[config.mk]
export PLATFORM = sky130hd
export DESIGN_NAME = vga_fml_sram_resp
export DESIGN_NICKNAME = d
export VERILOG_FILES = /design/src/rtl/vga_fml_pkg.sv /design/src/rtl/sram_word_reader.sv /design/src/rtl/vga_fml_sram_resp.sv
export SDC_FILE = /design/constraint.sdc
export NUM_CORES = 1
export LEC_CHECK = 0
export BUFFER_PORTS_ARGS = -buffer_cell sky130_fd_sc_hd__buf_2
export CORE_UTILIZATION = 60
export CTS_CLUSTER_DIAMETER = 80
export CTS_CLUSTER_SIZE = 12
export DETAILED_ROUTE_END_ITERATION = 10
export GPL_ROUTABILITY_DRIVEN = 1
export GPL_TIMING_DRIVEN = 1
export PLACE_DENSITY = 0.85
export SLEW_MARGIN = 20
export SYNTH_ARGS = -nofsm -noshare
export SYNTH_HDL_FRONTEND = slang
export SYNTH_SLANG_ARGS = --single-unit
[constraint.sdc]
create_clock -name wb_clk_i -period 6.6 [get_ports wb_clk_i]
set_clock_uncertainty 0.05 [all_clocks]
set_input_delay 0 -clock wb_clk_i [delete_from_list [all_inputs] [get_ports wb_clk_i]]
set_output_delay 0 -clock wb_clk_i [all_outputs]
set_load 0.03 [all_outputs]
[src/rtl/vga_fml_pkg.sv]
// Shared types and helpers for the VGA FML read responder: FSM states, burst
// geometry and the tag extraction used by both the FML and DCB lookups.
package vga_fml_pkg;

  typedef enum logic [1:0] {
    ST_IDLE  = 2'd0,
    ST_FETCH = 2'd1,
    ST_ACK   = 2'd2,
    ST_BURST = 2'd3
  } fml_state_e;

  localparam int BURST_LEN = 4;
  localparam int BEAT_W    = 2;
  localparam int WS_W      = 3;
  localparam int ADR_MAX_W = 32;

  // A burst covers 8 bytes, so the tag is everything above byte-address bit 2.
  function automatic logic [ADR_MAX_W-1:0] addr_tag(input logic [ADR_MAX_W-1:0] adr);
    return adr >> 3;
  endfunction

endpackage

[src/rtl/sram_word_reader.sv]
// One asynchronous-SRAM word read: drives CE/OE/address and holds them for
// wait_states+1 cycles, flagging the last cycle so the caller can sample data.
module sram_word_reader
  import vga_fml_pkg::*;
#(
  parameter int sram_aw     = 20,
  parameter int wait_states = 2
) (
  input  logic               i_clk,
  input  logic               i_rst,
  input  logic               i_start,
  input  logic [sram_aw-1:0] i_addr,
  output logic               o_done,
  output logic [15:0]        o_data,
  output logic [sram_aw-1:0] o_sram_addr,
  input  logic [15:0]        i_sram_data,
  output logic               o_sram_ce_n,
  output logic               o_sram_oe_n
);

  // Handshake: i_start is taken when idle or in the cycle o_done is high; o_done
  // marks the single cycle where o_data is the word and is sampled by the caller.
  // A start on the o_done cycle chains the next word with CE/OE kept low.
  logic               r_busy;
  logic [WS_W-1:0]    r_cnt;
  logic [sram_aw-1:0] r_addr;
  logic               r_ce_n;
  logic               w_last;

  assign w_last = r_busy && (r_cnt == WS_W'(wait_states));

  always_ff @(posedge i_clk) begin
    if (i_rst) begin
      r_busy <= 1'b0;
      r_cnt  <= '0;
      r_addr <= '0;
      r_ce_n <= 1'b1;
    end else if (i_start) begin
      r_busy <= 1'b1;
      r_cnt  <= '0;
      r_addr <= i_addr;
      r_ce_n <= 1'b0;
    end else if (w_last) begin
      r_busy <= 1'b0;
      r_ce_n <= 1'b1;
    end else if (r_busy) begin
      r_cnt <= r_cnt + 1'b1;
    end
  end

  assign o_done      = w_last;
  assign o_data      = i_sram_data;
  assign o_sram_addr = r_addr;
  assign o_sram_ce_n = r_ce_n;
  assign o_sram_oe_n = r_ce_n;

endmodule

[src/rtl/vga_fml_sram_resp.sv]
// FML read responder: serves 4-beat bursts from async SRAM through a one-line
// buffer that also answers repeat requests and direct-cache-bus lookups.
module vga_fml_sram_resp
  import vga_fml_pkg::*;
#(
  parameter int fml_depth   = 25,
  parameter int sram_aw     = 20,
  parameter int wait_states = 2
) (
  input  logic                 wb_clk_i,
  input  logic                 wb_rst_i,
  input  logic [fml_depth-1:0] fml_adr,
  input  logic                 fml_stb,
  output logic                 fml_ack,
  output logic [15:0]          fml_do,
  input  logic                 dcb_stb,
  input  logic [fml_depth-1:0] dcb_adr,
  output logic [15:0]          dcb_dat,
  output logic                 dcb_hit,
  input  logic                 inval_i,
  output logic [sram_aw-1:0]   sram_addr_o,
  input  logic [15:0]          sram_data_i,
  output logic                 sram_ce_n_o,
  output logic                 sram_oe_n_o
);

  localparam int TAG_W = fml_depth - 3;

  fml_state_e         r_state;
  fml_state_e         w_next_state;
  logic [TAG_W-1:0]   r_tag;
  logic               r_valid;
  logic               r_inval_seen;
  logic [BEAT_W-1:0]  r_word;
  logic [BEAT_W-1:0]  r_beat;
  logic [15:0]        r_buf [BURST_LEN];
  logic [15:0]        r_dcb_dat;
  logic               r_dcb_hit;

  logic [TAG_W-1:0]   w_fml_tag;
  logic [TAG_W-1:0]   w_dcb_tag;
  logic               w_hit;
  logic               w_miss;
  logic               w_rd_start;
  logic               w_rd_done;
  logic [15:0]        w_rd_data;
  logic [BEAT_W-1:0]  w_rd_word;
  logic [sram_aw-1:0] w_rd_addr;

  assign w_fml_tag = TAG_W'(addr_tag(ADR_MAX_W'(fml_adr)));
  assign w_dcb_tag = TAG_W'(addr_tag(ADR_MAX_W'(dcb_adr)));
  // An invalidate arriving with the request forces a refetch.
  assign w_hit     = r_valid && !inval_i && (w_fml_tag == r_tag);
  assign w_miss    = (r_state == ST_IDLE) && fml_stb && !w_hit;

  // First word comes straight from the request; the tag register is loaded on the same edge.
  assign w_rd_word = (r_state == ST_IDLE) ? '0 : r_word + 1'b1;
  assign w_rd_addr = (r_state == ST_IDLE) ? {w_fml_tag[sram_aw-3:0], w_rd_word}
                                          : {r_tag[sram_aw-3:0], w_rd_word};

  sram_word_reader #(
    .sram_aw     (sram_aw),
    .wait_states (wait_states)
  ) u_reader (
    .i_clk       (wb_clk_i),
    .i_rst       (wb_rst_i),
    .i_start     (w_rd_start),
    .i_addr      (w_rd_addr),
    .o_done      (w_rd_done),
    .o_data      (w_rd_data),
    .o_sram_addr (sram_addr_o),
    .i_sram_data (sram_data_i),
    .o_sram_ce_n (sram_ce_n_o),
    .o_sram_oe_n (sram_oe_n_o)
  );

  always_ff @(posedge wb_clk_i) begin
    if (wb_rst_i) r_state <= ST_IDLE;
    else          r_state <= w_next_state;
  end

  always_comb begin
    w_next_state = r_state;
    w_rd_start   = 1'b0;
    case (r_state)
      ST_IDLE: begin
        if (fml_stb) begin
          if (w_hit) begin
            w_next_state = ST_ACK;
          end else begin
            w_next_state = ST_FETCH;
            w_rd_start   = 1'b1;
          end
        end
      end
      ST_FETCH: begin
        if (w_rd_done) begin
          if (r_word == BEAT_W'(BURST_LEN - 1)) w_next_state = ST_ACK;
          else                                  w_rd_start   = 1'b1;
        end
      end
      ST_ACK:   w_next_state = ST_BURST;
      ST_BURST: if (r_beat == BEAT_W'(BURST_LEN - 1)) w_next_state = ST_IDLE;
      default:  w_next_state = ST_IDLE;
    endcase
  end

  always_ff @(posedge wb_clk_i) begin
    if (wb_rst_i) begin
      r_tag        <= '0;
      r_valid      <= 1'b0;
      r_inval_seen <= 1'b0;
      r_word       <= '0;
      r_beat       <= '0;
      r_dcb_dat    <= '0;
      r_dcb_hit    <= 1'b0;
      for (int i = 0; i < BURST_LEN; i++) r_buf[i] <= '0;
    end else begin
      if (inval_i) r_inval_seen <= 1'b1;
      if (w_miss) begin
        r_tag        <= w_fml_tag;
        r_word       <= '0;
        r_inval_seen <= 1'b0;
        r_valid      <= 1'b0;
      end
      if ((r_state == ST_FETCH) && w_rd_done) begin
        r_buf[r_word] <= w_rd_data;
        r_word        <= r_word + 1'b1;
      end
      if (r_state == ST_BURST) r_beat <= r_beat + 1'b1;
      else                     r_beat <= '0;
      // The line only becomes valid if no invalidate raced the fetch or burst.
      if ((r_state == ST_BURST) && (r_beat == BEAT_W'(BURST_LEN - 1)))
        r_valid <= !r_inval_seen;
      if (inval_i) r_valid <= 1'b0;

      r_dcb_hit <= dcb_stb && r_valid && !inval_i && (w_dcb_tag == r_tag);
      if (dcb_stb) r_dcb_dat <= r_buf[dcb_adr[2:1]];
    end
  end

  assign fml_ack = (r_state == ST_ACK);
  assign fml_do  = (r_state == ST_BURST) ? r_buf[r_beat] : 16'h0000;
  assign dcb_dat = r_dcb_dat;
  assign dcb_hit = r_dcb_hit;

endmodule
==> impl_results.md <==
* Peak VDD IR at 0.249 mV
* Share of layout cells above drive strength 1 at 27.4%
* Setup TNS after final layout at 0 ps
* I/O Buffers at about 120
* Worst-Skew Late Latency at 430 ps
* Final min period at 2670 ps
* Vias in the first global route at 5264
* Max Cap Viol at 0
* Post-DP HPWL at a little over 10 mm
* DR pass1 iterations at 5
* Initial core utilization at about three fifths
* Worst slack, placed at 4010 ps
* DIE HEIGHT at roughly 110 um
* Arrival time worst endpoint at around 2900 ps
* Final wirelength at between 15 and 20 mm
* CTS tree: built
* P_leak at 3.58 nW
* R2R depth at 7
* Clk root buf: clkbuf_16
* Worst-Margin Slew at 1010 ps
* Synth Cell Area at 0.00678 mm^2
* GRT Overall Usage at 30.5%
* Sequential cell area fraction in the yosys report at 49.6%
* R2R setup slack at slightly below 4000 ps
* Syn Nets at 652
* Worst hold path depth at 5
* Final worst slack at 3930 ps
* Run status: finished clean
* Final hold vios at 0
* Yosys cell types at 43
* Reg clk slew, reported paths at 60 ps
* Initial antenna violation count at 0
* Seq cells post-synth at 136
* Largest net degree at the start of global routing at between 80 and 90
* Min-Delay Path Class: primary input to flip-flop
* Hold wc startpoint: fml_stb
* Post_cts resized at 0
* Chip Width at 108 um
* Num CTS Buffers at 17
* Core footprint at about 0.011 mm^2
* Number of H-tree levels at 4
* I/O pin count at 127
* Worst Hold End: r_state[1]
* CTS Hold Bufs at 42
* Clock tree sinks at 136
* Overflow after GRT at 0
* Synth Area in Adders at 1.48%
* Via Count at 5158
* Startpoint types: flip-flop
* Asr flop ratio synth at 0%
* Critical Path RT at 6870 ps
* Cells after Synth at 573
* Antenna Cells at 0
* Final ANT Viol Nets at 0
* Main combinational cell family by area after synthesis: multiplexers
* Max clock buf depth at 2
* DRC viols at 0
* Drt wl/cell at slightly below 20 um
* Simple-gate area share of the yosys netlist at 15.9%
* DRT iter0 DRCs at 371
* Leading cell types in the layout, fill and taps excluded: buf_2 (122), and2_1 (81), dfxtp_1 (72), edfxtp_1 (64), nor2_1 (47)
* Crit-path max cell delay at 570 ps
* Worst r2r src: r_tag[1]
* Crit end category: flip-flop
* Yosys warns at 0
* Post-CTS Setup Bufs at 0
* Final setup vio count at 0
* XOR/XNOR Fraction of Synth Area at about 5.8%
* Area delta synth->final at 24.1%
* Via/cell ratio at 5.88
* Pins Over Slew Limit at 0
* Syn_area_per_cell at between 10 and 15 um^2
* Power per cell area at 305 mW/mm^2
* RSZ-0062 raised after global routing: false
* GP Congestion at ~0.85
* Worst r2r dst: u_reader.o_sram_addr[14]
* WHS at 71.2 ps
* Slowest-stage cell, CP: buf_4
* Crit share post-route at 40.5%
* Rows at 38
* Post-synthesis mux area share at 16.3%
* Fmax at 0.374 GHz
* Ys flop type: dfxtp_1
* Commonest non-fill, non-tap cell in the layout: buf_2
* Post-synthesis compound-gate area fraction at 6.30%
* CP cell instances: xor2_1 > nor4_1 > nand4_1 > o211ai_4 > buf_4 > a221oi_1 > a211oi_1
* Slew margin rel. at between 30% and 40%
* Crit Path Max Fanout at 47
* Nets at 803
* Type of the worst setup path: flip-flop to flip-flop
* Die area at 0.0117 mm^2
* Post-synth EDFFs at 64
* First-pass GRT wire length at 26.3 mm
-- worst max path at each step --
stage,from,to,slack [ps],cells past startpoint
after floorplan,u_reader.r_cnt[0],r_buf[1][0],4390,7
after global placement,r_tag[1],u_reader.o_sram_addr[6],4030,7
after detailed placement,r_tag[1],u_reader.o_sram_addr[8],4010,7
after CTS,r_tag[1],u_reader.o_sram_addr[13],3960,7
after global routing,r_tag[1],u_reader.o_sram_addr[6],3820,7
final,r_tag[1],u_reader.o_sram_addr[14],3930,7
-- registers in the layout (all words and copies together) (netlist names) --
| name | cells |
|---|---|
| r_word | 2 |
| dcb_dat | 16 |
| r_buf | 64 |
| r_inval_seen | 1 |
| r_tag | 22 |
| u_reader.r_cnt | 3 |
| r_beat | 2 |
| u_reader.o_sram_ce_n | 1 |
| r_valid | 1 |
| u_reader.r_busy | 1 |
| dcb_hit | 1 |
| u_reader.o_sram_addr | 20 |
| r_state | 2 |
-- layout make-up --
cell class | instances | area, um^2
flip-flops and latches | 136 | 3360
multi-input cells | 370 | 3120
fillers | 656 | 2530
repair buffers | 173 | 1100
clock buffers | 17 | 425
well taps | 140 | 175
clock inverters | 15 | 125
inverters | 26 | 97.6
-- Yosys cell counts (7+ instances only) --
master,count,share of area (%)
and2_1,81,7.5
dfxtp_1,72,21
edfxtp_1,64,28
nor2_1,48,2.7
mux2i_1,38,5.6
mux4_2,32,11
xor2_1,28,3.6
clkbuf_1,26,1.4
inv_1,26,1.4
nor2b_1,18,1.7
a211oi_1,17,1.9
a221oi_1,17,2.2
xnor2_1,17,2.2
nor4_1,10,0.92
nor3_1,9,0.66
ha_1,8,1.5
buf_2,7,0.52
-- worst max-delay path, delay by kind of cell, from the launching register on --
family          cells  cell delay, ps
flops               1             350
compound gates      3             700
xor+xnor            1             190
buf+inv             1             570
simple gates        2             690
-- report_power, final --
part           switching [mW]  internal [mW]  leakage [nW]
clock network           0.380          0.517         0.261
registers              0.0673          0.965          1.25
logic                   0.388          0.244          2.06
total                   0.836           1.73          3.58
-- metal layers --
metal,routed length [um],up-vias,share of wire [%],GRT usage [%]
met5,0,-,0,0
met4,381,0,2.2,13.7
met3,1220,38,7.2,7.17
met2,8790,244,52,53.1
met1,6660,2521,39,35.7
li1,-,2355,-,-
-- per-stage QoR --
stage	utilization [%]	instance area [um^2]	total power [mW]	cells
5_1_grt	76.9	8410	2.65	877
6_report	76.9	8410	2.56	877
2_1_floorplan	-	6780	1.51	573
3_3_place_gp	68.0	7430	1.62	803
3_5_place_dp	68.0	7430	1.64	803
4_1_cts	76.9	8410	2.55	877
-- cells by family (layout without fill, tap and decap cells) --
group | count (synthesis) | after routing
xor+xnor | 45 | 45
mux | 70 | 70
buf+inv | 67 | 231
fa+ha+maj | 8 | 8
flops | 136 | 136
compound gates | 54 | 54
simple gates | 193 | 193
(Power assumes the default switching activity.)
